**config.mk**
```make
export PLATFORM = sky130hd
export DESIGN_NAME = csa_mul_pipe
export DESIGN_NICKNAME = d
export VERILOG_FILES = /design/src/rtl/csa_mul_pipe.sv
export SDC_FILE = /design/constraint.sdc
export NUM_CORES = 1
export LEC_CHECK = 0
export CAP_MARGIN = 20
export CORE_ASPECT_RATIO = 0.9
export CORE_MARGIN = 2
export CORE_UTILIZATION = 45
export DETAILED_ROUTE_END_ITERATION = 8
export PLACE_DENSITY = 0.77
export SLEW_MARGIN = 20
export SYNTH_ARGS = -nofsm -noshare
export SYNTH_HDL_FRONTEND = slang
export SYNTH_SLANG_ARGS = --single-unit
```
**constraint.sdc**
```tcl
create_clock -name clk -period 3.7 [get_ports clk]
set_clock_uncertainty 0.15 [all_clocks]
set_input_delay 0.74 -clock clk [delete_from_list [all_inputs] [get_ports clk]]
set_output_delay 0.74 -clock clk [all_outputs]
set_load 0.03 [all_outputs]
```
**src/rtl/csa_mul_pipe.sv**
```systemverilog
// Pipelined Baugh-Wooley carry-save array multiplier with a valid/ready handshake.
// Partial-product rows are folded into a sum/carry pair across PIPE registered stages.
module csa_mul_pipe #(
  parameter int WIDTH = 8,
  parameter int PIPE  = 2
) (
  input  logic               clk,
  input  logic               rst,
  input  logic               in_valid,
  output logic               in_ready,
  input  logic [WIDTH-1:0]   a,
  input  logic [WIDTH-1:0]   b,
  input  logic               is_signed,
  output logic               out_valid,
  input  logic               out_ready,
  output logic [2*WIDTH-1:0] p
);

  localparam int PW    = 2 * WIDTH;
  localparam int NROWS = WIDTH + 1;
  localparam int LAT   = PIPE + 2;

  if (WIDTH < 4 || WIDTH > 32 || PIPE < 1 || PIPE > WIDTH - 1 || LAT != PIPE + 2) begin : g_param_check
    $error("csa_mul_pipe: WIDTH must be 4..32 and PIPE 1..WIDTH-1");
  end

  // Row i < WIDTH is a & b[i]; in signed mode the cross terms with exactly one
  // sign bit are inverted. Row WIDTH carries the 2^W + 2^(2W-1) correction.
  function automatic logic [PW-1:0] pp_row(input logic [WIDTH-1:0] x,
                                           input logic [WIDTH-1:0] y,
                                           input logic sg, input int i);
    logic [PW-1:0] row;
    logic          bt;
    row = '0;
    if (i == WIDTH) begin
      if (sg) begin
        row[WIDTH] = 1'b1;
        row[PW-1]  = 1'b1;
      end
    end else begin
      for (int j = 0; j < WIDTH; j++) begin
        bt = x[j] & y[i];
        if (sg && ((j == WIDTH - 1) != (i == WIDTH - 1))) bt = ~bt;
        row[i+j] = bt;
      end
    end
    return row;
  endfunction

  function automatic logic [2*PW-1:0] csa3(input logic [PW-1:0] x, y, z);
    logic [PW-1:0] sum, cy;
    sum = x ^ y ^ z;
    cy  = ((x & y) | (x & z) | (y & z)) << 1;
    return {sum, cy};
  endfunction

  function automatic logic [2*PW-1:0] reduce(input logic [PW-1:0] s, c,
                                             input logic [WIDTH-1:0] x, y,
                                             input logic sg, input int r0, r1);
    logic [2*PW-1:0] sc;
    sc = {s, c};
    for (int r = r0; r < r1; r++)
      sc = csa3(sc[2*PW-1:PW], sc[PW-1:0], pp_row(x, y, sg, r));
    return sc;
  endfunction

  logic                 en;
  logic [PIPE:0]        vld_p;
  logic [WIDTH-1:0]     a_p [PIPE];
  logic [WIDTH-1:0]     b_p [PIPE];
  logic [PIPE-1:0]      sg_p;
  logic [PW-1:0]        s_p [PIPE];
  logic [PW-1:0]        c_p [PIPE];
  logic [PW-1:0]        s_nxt [PIPE];
  logic [PW-1:0]        c_nxt [PIPE];

  assign en       = !out_valid || out_ready;
  assign in_ready = en;

  // Reduction stage k folds its share of rows into the sum/carry from stage k-1
  for (genvar k = 0; k < PIPE; k++) begin : g_stage
    localparam int R0 = (k * NROWS) / PIPE;
    localparam int R1 = ((k + 1) * NROWS) / PIPE;
    if (k == 0) begin : g_head
      assign {s_nxt[k], c_nxt[k]} = reduce('0, '0, a_p[k], b_p[k], sg_p[k], R0, R1);
    end else begin : g_tail
      assign {s_nxt[k], c_nxt[k]} = reduce(s_p[k-1], c_p[k-1], a_p[k], b_p[k], sg_p[k], R0, R1);
    end
  end

  // Control and output stage: valid bits, out_valid, p
  always_ff @(posedge clk or posedge rst) begin
    if (rst) begin
      vld_p     <= '0;
      out_valid <= 1'b0;
      p         <= '0;
    end else if (en) begin
      vld_p     <= {vld_p[PIPE-1:0], in_valid};
      out_valid <= vld_p[PIPE];
      if (vld_p[PIPE]) p <= s_p[PIPE-1] + c_p[PIPE-1];
    end
  end

  // Input stage p0 and reduction stage registers
  always_ff @(posedge clk) begin
    if (en) begin
      a_p[0]  <= a;
      b_p[0]  <= b;
      sg_p[0] <= is_signed;
      for (int k = 0; k < PIPE - 1; k++) begin
        a_p[k+1]  <= a_p[k];
        b_p[k+1]  <= b_p[k];
        sg_p[k+1] <= sg_p[k];
      end
      for (int k = 0; k < PIPE; k++) begin
        s_p[k] <= s_nxt[k];
        c_p[k] <= c_nxt[k];
      end
    end
  end

endmodule
```
### Word-level counts from Yosys, hierarchy flattened

Memories as Yosys holds them, arrays and structs flattened.
Cells that the tools add are included.

* output and inout bits: 18
* memories kept: 4
* register bits: 22
* RAM bits: 94
* input port bits: 21
* logic and storage cells: 158

Memories
* s_p: depth 2, bits a word 16, read ports 2, clocked after memory_dff 0, wr ports 2, RTL line 72 `logic [PW-1:0] s_p [PIPE];`
* c_p: depth 2, bits a word 15, read ports 2, clocked after memory_dff 0, wr ports 2, RTL line 73 `logic [PW-1:0] c_p [PIPE];`
* a_p: depth 2, bits a word 8, read ports 2, clocked after memory_dff 0, wr ports 2, RTL line 69 `logic [WIDTH-1:0] a_p [PIPE];`
* b_p: depth 2, bits a word 8, read ports 2, clocked after memory_dff 0, wr ports 2, RTL line 70 `logic [WIDTH-1:0] b_p [PIPE];`

* reductions and logical operators: 3
* $add $sub $neg: 1
* bitwise operators: 129
* mux-type cells: 17

Operator list (number)
* 15-bit bitwise OR: 10
* 15-bit AND: 7
* 16-bit XOR: 6
* 1-bit AND: 64
* 15-bit by 12-bit AND with 15-bit output: 2
* 15-bit by 13-bit AND with 15-bit output: 2
* 15-bit by 14-bit AND with 15-bit output: 2
* 15-bit by 9-bit AND with 15-bit output: 2
* 10-bit by 11-bit AND with 11-bit output: 2
* 11-bit bitwise OR: 2
* 9-bit by 10-bit AND with 10-bit output: 2
* 10-bit bitwise OR: 2
* 1-bit 2-to-1 mux: 17
* 16-bit adder: 1
* 16-bit by 12-bit XOR with 16-bit output: 1
* 16-bit by 13-bit XOR with 16-bit output: 1
* 16-bit by 14-bit XOR with 16-bit output: 1
* 16-bit by 15-bit XOR with 16-bit output: 1
* 1-bit inverter: 14
* 11-bit AND: 1
* 10-bit by 11-bit XOR with 11-bit output: 1
* 11-bit XOR: 1
* 10-bit AND: 1
* 10-bit XOR: 1
* 6 further kinds: 6

### Depth between registers and ports, before layout

An unclocked memory read counts as a cell.

* word-level depth: 19
* mapped depth: 10
* mapped depth without buffers: 10

### Least setup slack after synthesis

OpenSTA, ideal clock, no wires.

* path kind: register -> register
* start: mem b_p[1][4] (netlist: b_p[0][12])
* end: mem s_p[0][24] (netlist name), data pin
* path slack: 206 ps
* arrival time: 3094 ps
* cell stages (with the launch flop): 11
* buffers on the path: 0
* setup time: 250 ps
* data required time: 3300 ps
* clock period less this slack: 3494 ps
* cells stage by stage: edfxtp_1 -> and2_1 -> fa_1 -> inv_1 -> fa_1 -> inv_1 -> fa_1 -> fa_1 -> inv_1 -> fa_1 -> inv_1

RTL lines (RTL line)
* start: declaration: 70
* end: declaration: 72

==> impl_summary.txt <==
----------------------------------------------------
[Global route]
  Largest net degree at the start of global routing ... 78
  Total gr overflow ... 0
  Global Route Usage Sum ... 14.20%
  Vias in the first global route ... between 2000 and 3000
  Antenna violations before repair ... 0
  Wire length of the first global-routing pass ... around 13000 um

[Min path]
  Worst hold start ... b_p[0][6]
  Class of the tightest hold or removal check ... flip-flop to flip-flop
  Worst Hold Path EP ... b_p[0][14]
  Worst hold path stage count ... 0

[Floorplanning]
  Number of placed I/O pins ... 39
  Overall die area ... 11660 um2
  Standard-cell row count ... 35
  Area inside the core boundary ... 10380 um2
  Starting utilization of the core area ... a little under half
  Horizontal die dimension ... approximately 110 um
  Die height ... approximately 100 um

[Routing]
  Detail-routed via count per cell ... between 4 and 5
  DR pass1 iterations ... 4
  Iteration-0 DRC count of the detailed router ... 96
  Routed vias ... 2653
  Post-route DRC ... 0
  Wire per inst ... around 13 um
  Final wirelength ... around 7300 um
  Count of nets left with antenna violations after detail routing ... 0

[Synthesis]
  Prevailing post-synth register cell ... sky130_fd_sc_hd__edfxtp_1
  Number of warning messages in the yosys log ... 0
  Top cell type by total area after synthesis ... sky130_fd_sc_hd__edfxtp_1
  Post-Synthesis Cells ... ~380
  Mean cell area of the mapped netlist ... between 10 and 15 um2
  Distinct cells, synth ... 26
  Netlist area before placement ... 4863 um2
  Post-synthesis simple-gate area fraction ... about an eighth
  Seq cells post-synth ... 91
  Area share of the leading cell type in the synthesized netlist ... between 40% and 50%
  Adder-cell share of the synthesized area ... between 20 and 25%
  Compound-gate portion of the synthesized area ... between 1.5 and 2%
  Count of flip-flops with a built-in enable after synthesis ... 71
  Dominant combinational cell family by area after synthesis ... adder cells
  Parity-gate share of the synthesized area counting xor and xnor cells ... under 10%
  Cells taking the most area after synthesis ... sky130_fd_sc_hd__edfxtp_1 (44%), sky130_fd_sc_hd__fa_1 (18%), sky130_fd_sc_hd__dfrtp_1 (10%)
  FFs w/ async S/R, synth ... a little over a fifth
  Net count after synthesis ... roughly 470
  Multiplexer share of the synthesized area ... 0%
  Sequential fraction of the synthesis area ... 54.13%

[STA]
  Final setup fails ... 0
  Maximum frequency from static timing analysis ... 273.0 MHz
  Post-route fraction of the period consumed by the critical path ... a little under 100%
  Aggregate negative setup slack ... 0 ps
  Total count of max-transition violations in the final report ... 0
  Relative slew slack ... just under 40%
  Worst-margin pin slew ... between 900 and 1000 ps
  Final hold violations ... 0
  Period minus WS final ... 3663 ps
  RSZ-0062 raised after global routing ... true

[Worst setup path]
  Destination of the worst register-to-register timing path ... s_p[0][24]
  Critical Setup Path Class ... flip-flop to flip-flop
  Max FO, Critical Path ... 5
  Crit. Startpoint ... b_p[0][12]
  Cell-by-cell listing of the critical path ... buf_6 > and2_1 > fa_1 > inv_1 > fa_2 > inv_1 > fa_1 > fa_1 > inv_1 > fa_1 > inv_1
  Required time of the critical path ... 3650 ps
  Startpoint of the worst register-to-register path ... b_p[0][12]
  Startpoint type of the worst setup path ... flip-flop
  Signal arrival time at the worst endpoint ... between 3000 and 4000 ps
  Critical path's largest stage delay ... ~520 ps
  Endpoint kind of the worst setup timing path ... flip-flop
  Worst path top cell family by delay ... adder cells
  Worst R2R Path Depth ... 11
  CP max stage cell ... sky130_fd_sc_hd__fa_2
  Count of buffering cells on the critical path with inverters included ... 5
  Setup slack of the most critical reg-to-reg path ... between 30 and 40 ps

[Clock network]
  Cts bufs inserted ... 9
  Worst-Skew Late Latency ... between 300 and 400 ps
  Clock tree buffer depth ... 2
  Clock tree from TritonCTS ... done
  Cell at the root of the clock tree ... sky130_fd_sc_hd__clkbuf_16
  Number of H-tree branching levels ... 3
  Number of clock sinks seen by CTS ... around 90
  Clock-pin slew on the worst setup and hold paths ... approximately 60 ps

[Placement]
  Detailed Place HPWL ... between 5000 and 6000 um
  Number of I/O port buffers ... 38
  Final Wtd Congestion ... between 0.7 and 0.8

[Layout]
  Number of nets in the layout ... 512
  Ratio of cells with drive above 1 in the final layout ... between 6 and 7%
  Antenna Cells ... 0
  Synthesis-to-layout area growth ... 18.03%

[Run status]
  Run status ... finished clean

[Run]
  Number of max-cap violations ... 0

----------------------------------------------------
==> routing by layer <==
metal,routed length [um],GRT usage (%)
met3,344,3.880
met1,3035,15.67
met4,139,6.379
met2,3771,25.98
met5,0,0
==> cells in the mapped netlist (2+ instances only) <==
cell,number
sky130_fd_sc_hd__and2_1,39
sky130_fd_sc_hd__clkbuf_1,3
sky130_fd_sc_hd__nand4_1,3
sky130_fd_sc_hd__inv_1,68
sky130_fd_sc_hd__xnor2_1,15
sky130_fd_sc_hd__dfrtp_1,20
sky130_fd_sc_hd__xor2_1,2
sky130_fd_sc_hd__a211o_1,2
sky130_fd_sc_hd__a21o_1,2
sky130_fd_sc_hd__buf_2,3
sky130_fd_sc_hd__nand3_1,2
sky130_fd_sc_hd__a21oi_1,3
sky130_fd_sc_hd__nand2_1,72
sky130_fd_sc_hd__fa_1,44
sky130_fd_sc_hd__ha_1,19
sky130_fd_sc_hd__edfxtp_1,71
sky130_fd_sc_hd__o21ai_0,4
==> state kept, by name (all words and copies together), names as in the netlist <==
| signal | count |
|---|---|
| s_p | 27 |
| vld_p | 3 |
| b_p | 12 |
| p | 16 |
| c_p | 14 |
| out_valid | 1 |
| a_p | 16 |
| sg_p | 2 |
==> layout by cell type (no fill, tap or decap), drive strengths merged, types with 2 or more instances in the layout <==
cell / count
a211o: 2
ha: 19
fa: 44
nand2: 72
xnor2: 15
a21oi: 3
dfrtp: 20
nand3: 2
inv: 71
buf: 4
edfxtp: 71
nand4: 3
a21o: 2
o21ai: 4
and2: 39
clkbuf: 12
xor2: 2
clkdlybuf4s50: 38
==> timing repair <==
action / in CTS / in global routing
endpoints found under the setup margin: 0 / 1
gates resized for setup: 0 / 6
setup buffers: 0 / 3
hold buffers: 0 / 0
==> cell type report <==
type                    count  area [um2]
flip-flops and latches     91        2633
multi-input cells         214        1944
repair buffers             42       414.1
well taps                 129       161.4
inverters                  70       265.3
clock inverters             4       55.05
fillers                   858        4638
clock buffers              12       267.8
==> kinds of logic after synthesis <==
logic type	Yosys count
XOR/XNOR	17
AND/OR/NAND/NOR	120
adder cells (fa/ha/maj)	63
buffers and inverters	76
flip-flops	91
AO/OA/AOI/OAI	14
==> metrics by stage <==
step | std cells | util (%) | cell area (um2) | hold slack (ps) | setup slack, ps
6_report | 562 | 55.31 | 5741 | 270.7 | 37.23
5_1_grt | 562 | 55.31 | 5741 | 278.6 | -60.43
4_1_cts | 559 | 55.01 | 5709 | 270.9 | 33.71
3_5_place_dp | 543 | 51.90 | 5386 | 254.5 | 77.40
3_3_place_gp | 543 | 51.90 | 5386 | 254.2 | 119.9
2_1_floorplan | 381 | - | 4863 | 250.3 | 205.6
==> worst max-delay path by stage <==
stage | depth (start not counted) | end | slack, ps
detailed placement | 10 | s_p[0][24] | 80
CTS | 10 | s_p[0][24] | 30
global route | 10 | s_p[0][24] | -60
global placement | 10 | s_p[0][24] | 120
finish | 11 | s_p[0][24] | 40
floorplan | 10 | s_p[0][24] | 210
Power is not shown: default switching activity piles up to over one toggle a cycle in this logic, so the estimate is an artifact.
